===== config.mk =====
export PLATFORM = sky130hd
export DESIGN_NAME = muldiv_seq
export DESIGN_NICKNAME = d
export VERILOG_FILES = /design/src/rtl/muldiv_seq.sv
export SDC_FILE = /design/constraint.sdc
export NUM_CORES = 1
export LEC_CHECK = 0
export ABC_AREA = 1
export CORE_MARGIN = 2
export CORE_UTILIZATION = 65
export DETAILED_ROUTE_END_ITERATION = 7
export DONT_BUFFER_PORTS = 1
export HOLD_SLACK_MARGIN = 0.1
export PLACE_DENSITY_LB_ADDON = 0.3
export SETUP_SLACK_MARGIN = 0.5
export SYNTH_ARGS = -nofsm -noshare
export SYNTH_HDL_FRONTEND = slang
export SYNTH_SLANG_ARGS = --single-unit

===== constraint.sdc =====
create_clock -name clk -period 7 [get_ports clk]
set_clock_uncertainty 0.15 [all_clocks]
set_input_delay 1.4 -clock clk [delete_from_list [all_inputs] [get_ports clk]]
set_output_delay 1.4 -clock clk [all_outputs]
set_load 0.01 [all_outputs]

===== src/rtl/muldiv_seq.sv =====
// Iterative RV32M multiply/divide: radix-2 shift-add multiply, restoring divide, one bit per cycle.
// Optional MULDIV_EARLY_OUT_EN: special cases (div by zero, signed overflow, zero multiply) skip CALC.
module muldiv_seq #(
  parameter int XLEN  = 32,
  parameter int TAG_W = 5
) (
  input  logic             clk,
  input  logic             rst_n,
  input  logic             flush,
  input  logic             req_valid,
  output logic             req_ready,
  input  logic [2:0]       req_funct3,
  input  logic [XLEN-1:0]  req_rs1,
  input  logic [XLEN-1:0]  req_rs2,
  input  logic [TAG_W-1:0] req_tag,
  output logic             rsp_valid,
  input  logic             rsp_ready,
  output logic [XLEN-1:0]  rsp_result,
  output logic [TAG_W-1:0] rsp_tag,
  output logic             busy
);

  // state | meaning
  // IDLE  | waiting for a request, req_ready high unless flushing
  // CALC  | one multiply/divide iteration per edge, XLEN edges
  // FIX   | sign correction, field select, special-case override
  // DONE  | result held on rsp_* until rsp_ready
  typedef enum logic [1:0] {IDLE, CALC, FIX, DONE} state_t;

  localparam int CW = $clog2(XLEN);

  state_t            state_q, state_d;
  logic [CW-1:0]     cnt_q, cnt_d;
  logic [2:0]        f3_q, f3_d;
  logic [TAG_W-1:0]  tag_q, tag_d;
  logic [XLEN:0]     hi_q, hi_d;
  logic [XLEN-1:0]   lo_q, lo_d;
  logic [XLEN-1:0]   opb_q, opb_d;
  logic              neg_q, neg_d;
  logic              spec_q, spec_d;
  logic [XLEN-1:0]   spec_val_q, spec_val_d;
  logic [XLEN-1:0]   res_q, res_d;

  logic              accept;
  logic              a_signed, b_signed, sign_a, sign_b;
  logic [XLEN-1:0]   mag_a, mag_b;
  logic              div_zero, div_ovf, mul_zero, spec_in;
  logic [XLEN-1:0]   spec_val_in;
  logic [XLEN:0]     mul_sum, div_rsh, div_diff;
  logic [2*XLEN-1:0] prod, prod_s;
  logic [XLEN-1:0]   quo_s, rem_s;

  assign accept = req_valid && req_ready;

  // Request decode: operand magnitudes, result sign and special-case detection.
  always_comb begin
    a_signed    = (req_funct3 == 3'd1) || (req_funct3 == 3'd2) ||
                  (req_funct3 == 3'd4) || (req_funct3 == 3'd6);
    b_signed    = (req_funct3 == 3'd1) || (req_funct3 == 3'd4) || (req_funct3 == 3'd6);
    sign_a      = a_signed && req_rs1[XLEN-1];
    sign_b      = b_signed && req_rs2[XLEN-1];
    mag_a       = sign_a ? (~req_rs1 + 1'b1) : req_rs1;
    mag_b       = sign_b ? (~req_rs2 + 1'b1) : req_rs2;
    div_zero    = (req_rs2 == '0);
    div_ovf     = ((req_funct3 == 3'd4) || (req_funct3 == 3'd6)) &&
                  (req_rs1 == {1'b1, {(XLEN-1){1'b0}}}) && (req_rs2 == '1);
    mul_zero    = (req_rs1 == '0) || (req_rs2 == '0);
    spec_in     = 1'b0;
    spec_val_in = '0;
    if (!req_funct3[2]) begin
      spec_in = mul_zero;
    end else if (div_zero) begin
      spec_in     = 1'b1;
      spec_val_in = req_funct3[1] ? req_rs1 : '1;
    end else if (div_ovf) begin
      spec_in     = 1'b1;
      spec_val_in = req_funct3[1] ? '0 : {1'b1, {(XLEN-1){1'b0}}};
    end
  end

  // Iteration step and final correction.
  always_comb begin
    mul_sum  = {1'b0, hi_q[XLEN-1:0]} + (lo_q[0] ? {1'b0, opb_q} : '0);
    div_rsh  = {hi_q[XLEN-1:0], lo_q[XLEN-1]};
    div_diff = div_rsh - {1'b0, opb_q};
    prod     = {hi_q[XLEN-1:0], lo_q};
    prod_s   = neg_q ? (~prod + 1'b1) : prod;
    quo_s    = neg_q ? (~lo_q + 1'b1) : lo_q;
    rem_s    = neg_q ? (~hi_q[XLEN-1:0] + 1'b1) : hi_q[XLEN-1:0];
  end

  always_comb begin
    cnt_d      = cnt_q;
    f3_d       = f3_q;
    tag_d      = tag_q;
    hi_d       = hi_q;
    lo_d       = lo_q;
    opb_d      = opb_q;
    neg_d      = neg_q;
    spec_d     = spec_q;
    spec_val_d = spec_val_q;
    res_d      = res_q;
    if (accept) begin
      cnt_d      = '0;
      f3_d       = req_funct3;
      tag_d      = req_tag;
      hi_d       = '0;
      spec_d     = spec_in;
      spec_val_d = spec_val_in;
      if (!req_funct3[2]) begin
        lo_d  = mag_b;
        opb_d = mag_a;
        neg_d = sign_a ^ sign_b;
      end else begin
        lo_d  = mag_a;
        opb_d = mag_b;
        neg_d = req_funct3[1] ? sign_a : (sign_a ^ sign_b);
      end
    end else if (state_q == CALC) begin
      if (cnt_q != CW'(XLEN-1)) cnt_d = cnt_q + CW'(1);
      if (!f3_q[2]) begin
        hi_d = {1'b0, mul_sum[XLEN:1]};
        lo_d = {mul_sum[0], lo_q[XLEN-1:1]};
      end else if (!div_diff[XLEN]) begin
        hi_d = div_diff;
        lo_d = {lo_q[XLEN-2:0], 1'b1};
      end else begin
        hi_d = div_rsh;
        lo_d = {lo_q[XLEN-2:0], 1'b0};
      end
    end else if (state_q == FIX) begin
      if (spec_q)                res_d = spec_val_q;
      else if (f3_q == 3'd0)     res_d = prod_s[XLEN-1:0];
      else if (!f3_q[2])         res_d = prod_s[2*XLEN-1:XLEN];
      else if (!f3_q[1])         res_d = quo_s;
      else                       res_d = rem_s;
    end
  end

  always_comb begin
    state_d = state_q;
    if (flush) begin
      state_d = IDLE;
    end else begin
      case (state_q)
        IDLE: if (req_valid) begin
`ifdef MULDIV_EARLY_OUT_EN
          state_d = spec_in ? FIX : CALC;
`else
          state_d = CALC;
`endif
        end
        CALC: if (cnt_q == CW'(XLEN-1)) state_d = FIX;
        FIX:  state_d = DONE;
        DONE: if (rsp_ready) state_d = IDLE;
        default: state_d = IDLE;
      endcase
    end
  end

  always_comb begin
    req_ready  = (state_q == IDLE) && !flush;
    rsp_valid  = (state_q == DONE);
    busy       = (state_q != IDLE);
    rsp_result = res_q;
    rsp_tag    = tag_q;
  end

  always_ff @(posedge clk or negedge rst_n) begin
    if (!rst_n) begin
      state_q    <= IDLE;
      cnt_q      <= '0;
      f3_q       <= '0;
      tag_q      <= '0;
      hi_q       <= '0;
      lo_q       <= '0;
      opb_q      <= '0;
      neg_q      <= 1'b0;
      spec_q     <= 1'b0;
      spec_val_q <= '0;
      res_q      <= '0;
    end else begin
      state_q    <= state_d;
      cnt_q      <= cnt_d;
      f3_q       <= f3_d;
      tag_q      <= tag_d;
      hi_q       <= hi_d;
      lo_q       <= lo_d;
      opb_q      <= opb_d;
      neg_q      <= neg_d;
      spec_q     <= spec_d;
      spec_val_q <= spec_val_d;
      res_q      <= res_d;
    end
  end

endmodule

==> out/results.tsv <==
metric	value	unit
status	completed	
Synthesized Nets	3285	
Reg clk slew, reported paths	0.09	ns
total power	9.69	mW
Yosys top cell by area	dfrtp_1	
final worst path period share	52.5	%
CTS sink cnt	177	
ant diodes	0	
Post-synth ARST share	100	%
Worst Hold Launch	spec_val_q[16]$_DFFE_PN0P_	
area delta synth->final	3.79	%
FMAX	272	MHz
via count	21721	
setup TNS	0	ns
Hold Path Class	flip-flop to flip-flop	
global placer's final weighted congestion	1.09	
clk_lat worst skew	0.47	ns
total wire length	71100	um
Placed Instances	3420	
Critical Path End Type	flip-flop	
worst-margin pin slew	0.990	ns
cell area after synthesis	18500	sq um
CTS tree	done	
Max Cap Viol	0	
Routed WL per cell	20.6	um
Setup CP Type	flip-flop to flip-flop	
total iterations of the first detailed-routing run	7	
CP required	7.19	ns
Net count, final	3215	
Peak supply drop	0.231	mV
largest net degree at the start of global routing	178	
synth unique cells	58	
Core Util, Final	68.9	%
Tmin final	3.68	ns
final hold viol count	0	
CP max FO	32	
Hold EP	spec_val_q[16]$_DFFE_PN0P_	
share of cells above drive strength 1	4.16	%
fill cell total of the finished layout	2577	
syn_area_per_cell	5.92	sq um
footprint of the multi-input gates	12100	sq um
Reg-to-Reg End	hi_q[27]$_DFFE_PN0P_	
EDFF count, synth	0	
nature of the critical path startpoint	flip-flop	
Worst slew margin	33.9	%
Congestion Overflow GR	0	
Synth warnings	0	
CTS buffer count	17	
# IOs	117	
antenna violations before repair	1	
hold buffers post-CTS	0	
R2R cell count	18	
Synth Flop Type	dfrtp_1	
DRT iter0 DRCs	3142	
post-synth top area share	23.9	%
Pleak	9.90	nW
Worst Hold Depth	2	
ranking of synthesized cells by area	dfrtp_1 (24%), nand2_1 (21%), inv_1 (8.0%)	
IO Port Bufs	0	
Post-CTS Resized	0	
fin area	19200	sq um
worst-case clock buffer depth	2	
detailed placer's ending HPWL	55100	um
vias in the first global route	20119	
H-tree depth	4	
unrepaired setup endpoints after global routing	no	
post-DR vias/cell	6.29	
DRC Markers	0	
Setup Fix Bufs, Post-CTS	0	
final number of max-transition violations	0	
first-pass GRT wire length	111000	um
post-route insts no fill	3452	
Die Wd	173	um
full die area	29900	sq um
Die Ht	173	um
core region area	27900	sq um
sequential area share after synthesis	23.9	%
Final Setup Violations	0	
Post-Place Cell Area	18600	sq um
gr usage total	46.8	%
row cnt	61	
starting density of the core	66.3	%
Post-DRT Antenna Nets	0	
reg2reg setup slack	3.32	ns
worst r2r src	lo_q[0]$_DFFE_PN0P_	
post-synthesis register bit count	177	
Worst Path Arrival	3.87	ns
Syn Inst Count	3131	
PwrDens	504	nW/um^2
clock root buffer	clkbuf_16	
FF/Latch Area	4430	sq um
==> worst max-delay path by stage <==
stage,startpoint,end,slack [ns],cells after the start
floorplan,flush,req_ready,3.91,1
global placement,flush,lo_q[1]$_DFFE_PN0P_,3.12,7
detailed placement,flush,spec_val_q[12]$_DFFE_PN0P_,2.99,6
CTS,lo_q[0]$_DFFE_PN0P_,hi_q[27]$_DFFE_PN0P_,3.45,18
global route,lo_q[0]$_DFFE_PN0P_,hi_q[27]$_DFFE_PN0P_,3.11,18
finish,lo_q[0]$_DFFE_PN0P_,hi_q[27]$_DFFE_PN0P_,3.32,18
==> logic make-up after synthesis <==
group                    synth area share (%)
AO/OA/AOI/OAI                            15.2
AND/OR/NAND/NOR                          40.6
adder cells (fa/ha/maj)                  5.28
XOR/XNOR                                 4.00
buffers and inverters                    11.0
flip-flops                               23.9
==> cells in the final DEF, fill, tap and decap left out, drive strengths merged, types with 6 or more instances in the layout <==
cell	instances
nand2	1056
inv	420
nor2	354
nand3	282
o21ai	230
dfrtp	177
a21oi	139
ha	75
xor2	58
nand4	40
nor3	34
a221oi	27
xnor2	25
o211ai	24
clkbuf	17
a22oi	16
o221ai	12
nand3b	11
buf	11
o21bai	11
nor4	9
clkinv	7
a21o	6
o21a	6
==> cells in the mapped netlist (16+ instances only) <==
| cell | number |
|---|---|
| a22oi_1 | 16 |
| o211ai_1 | 24 |
| xnor2_1 | 24 |
| nor2_1 | 332 |
| nand2_2 | 17 |
| nand4_1 | 39 |
| ha_1 | 75 |
| xor2_1 | 57 |
| nor2_2 | 18 |
| nand2_1 | 1035 |
| dfrtp_1 | 177 |
| nand3_1 | 281 |
| o21ai_1 | 27 |
| clkbuf_1 | 57 |
| a221oi_1 | 27 |
| nor3_1 | 32 |
| buf_2 | 21 |
| a21oi_1 | 137 |
| inv_1 | 395 |
| o21ai_0 | 195 |
==> metrics by stage <==
| stage | hold slack, ns | worst slack, ns |
|---|---|---|
| after detailed placement | 0.326 | 2.99 |
| after global placement | 0.321 | 3.12 |
| after floorplan | 0.298 | 3.91 |
| final | 0.349 | 3.32 |
| after CTS | 0.346 | 3.45 |
| after global routing | 0.388 | 3.11 |
==> flip-flops by register name (all words and copies together), names as in the netlist <==
signal and flops:
rsp_result 32, spec_q 1, cnt_q 5, hi_q 32, state_q 2, opb_q 32
lo_q 32, rsp_tag 5, f3_q 3, spec_val_q 32, neg_q 1
==> power by group <==
group          total, mW  internal, mW  switching, mW
Combinational       6.52          2.00           4.52
Clock               1.03         0.495          0.532
Sequential          2.14          1.39          0.754
Total               9.69          3.88           5.81
==> per-layer routing <==
layer,track usage (%),vias up,wire (um)
met5,0,-,10
met4,26.8,2,4930
met3,15.9,332,11000
met2,68.6,1672,28900
met1,60.3,9762,26300
li1,-,9953,-
==> worst max-delay path, stage by stage (launching register included) <==
cell	delay (ns)
dfrtp_1	0.46
buf_4	0.41
nand2_1	0.09
inv_1	0.07
ha_1	0.23
inv_1	0.08
fa_1	0.44
inv_1	0.16
nand3_1	0.09
nand2_1	0.12
nand2_1	0.07
nand2_1	0.14
inv_1	0.06
o21bai_1	0.34
nand3_1	0.16
nand3_1	0.10
nand3_1	0.16
nand3_1	0.16
nand2_1	0.06
==> cell type report <==
type | instances | share of cell area [%]
clock buffer | 17 | 2.21
clock inverter | 15 | 1.02
inverter | 412 | 8.07
multi-input combinational | 2442 | 62.8
sequential | 177 | 23.0
tap | 378 | 2.46
timing repair buffer | 11 | 0.429
Power figures use the tool's default switching activity.
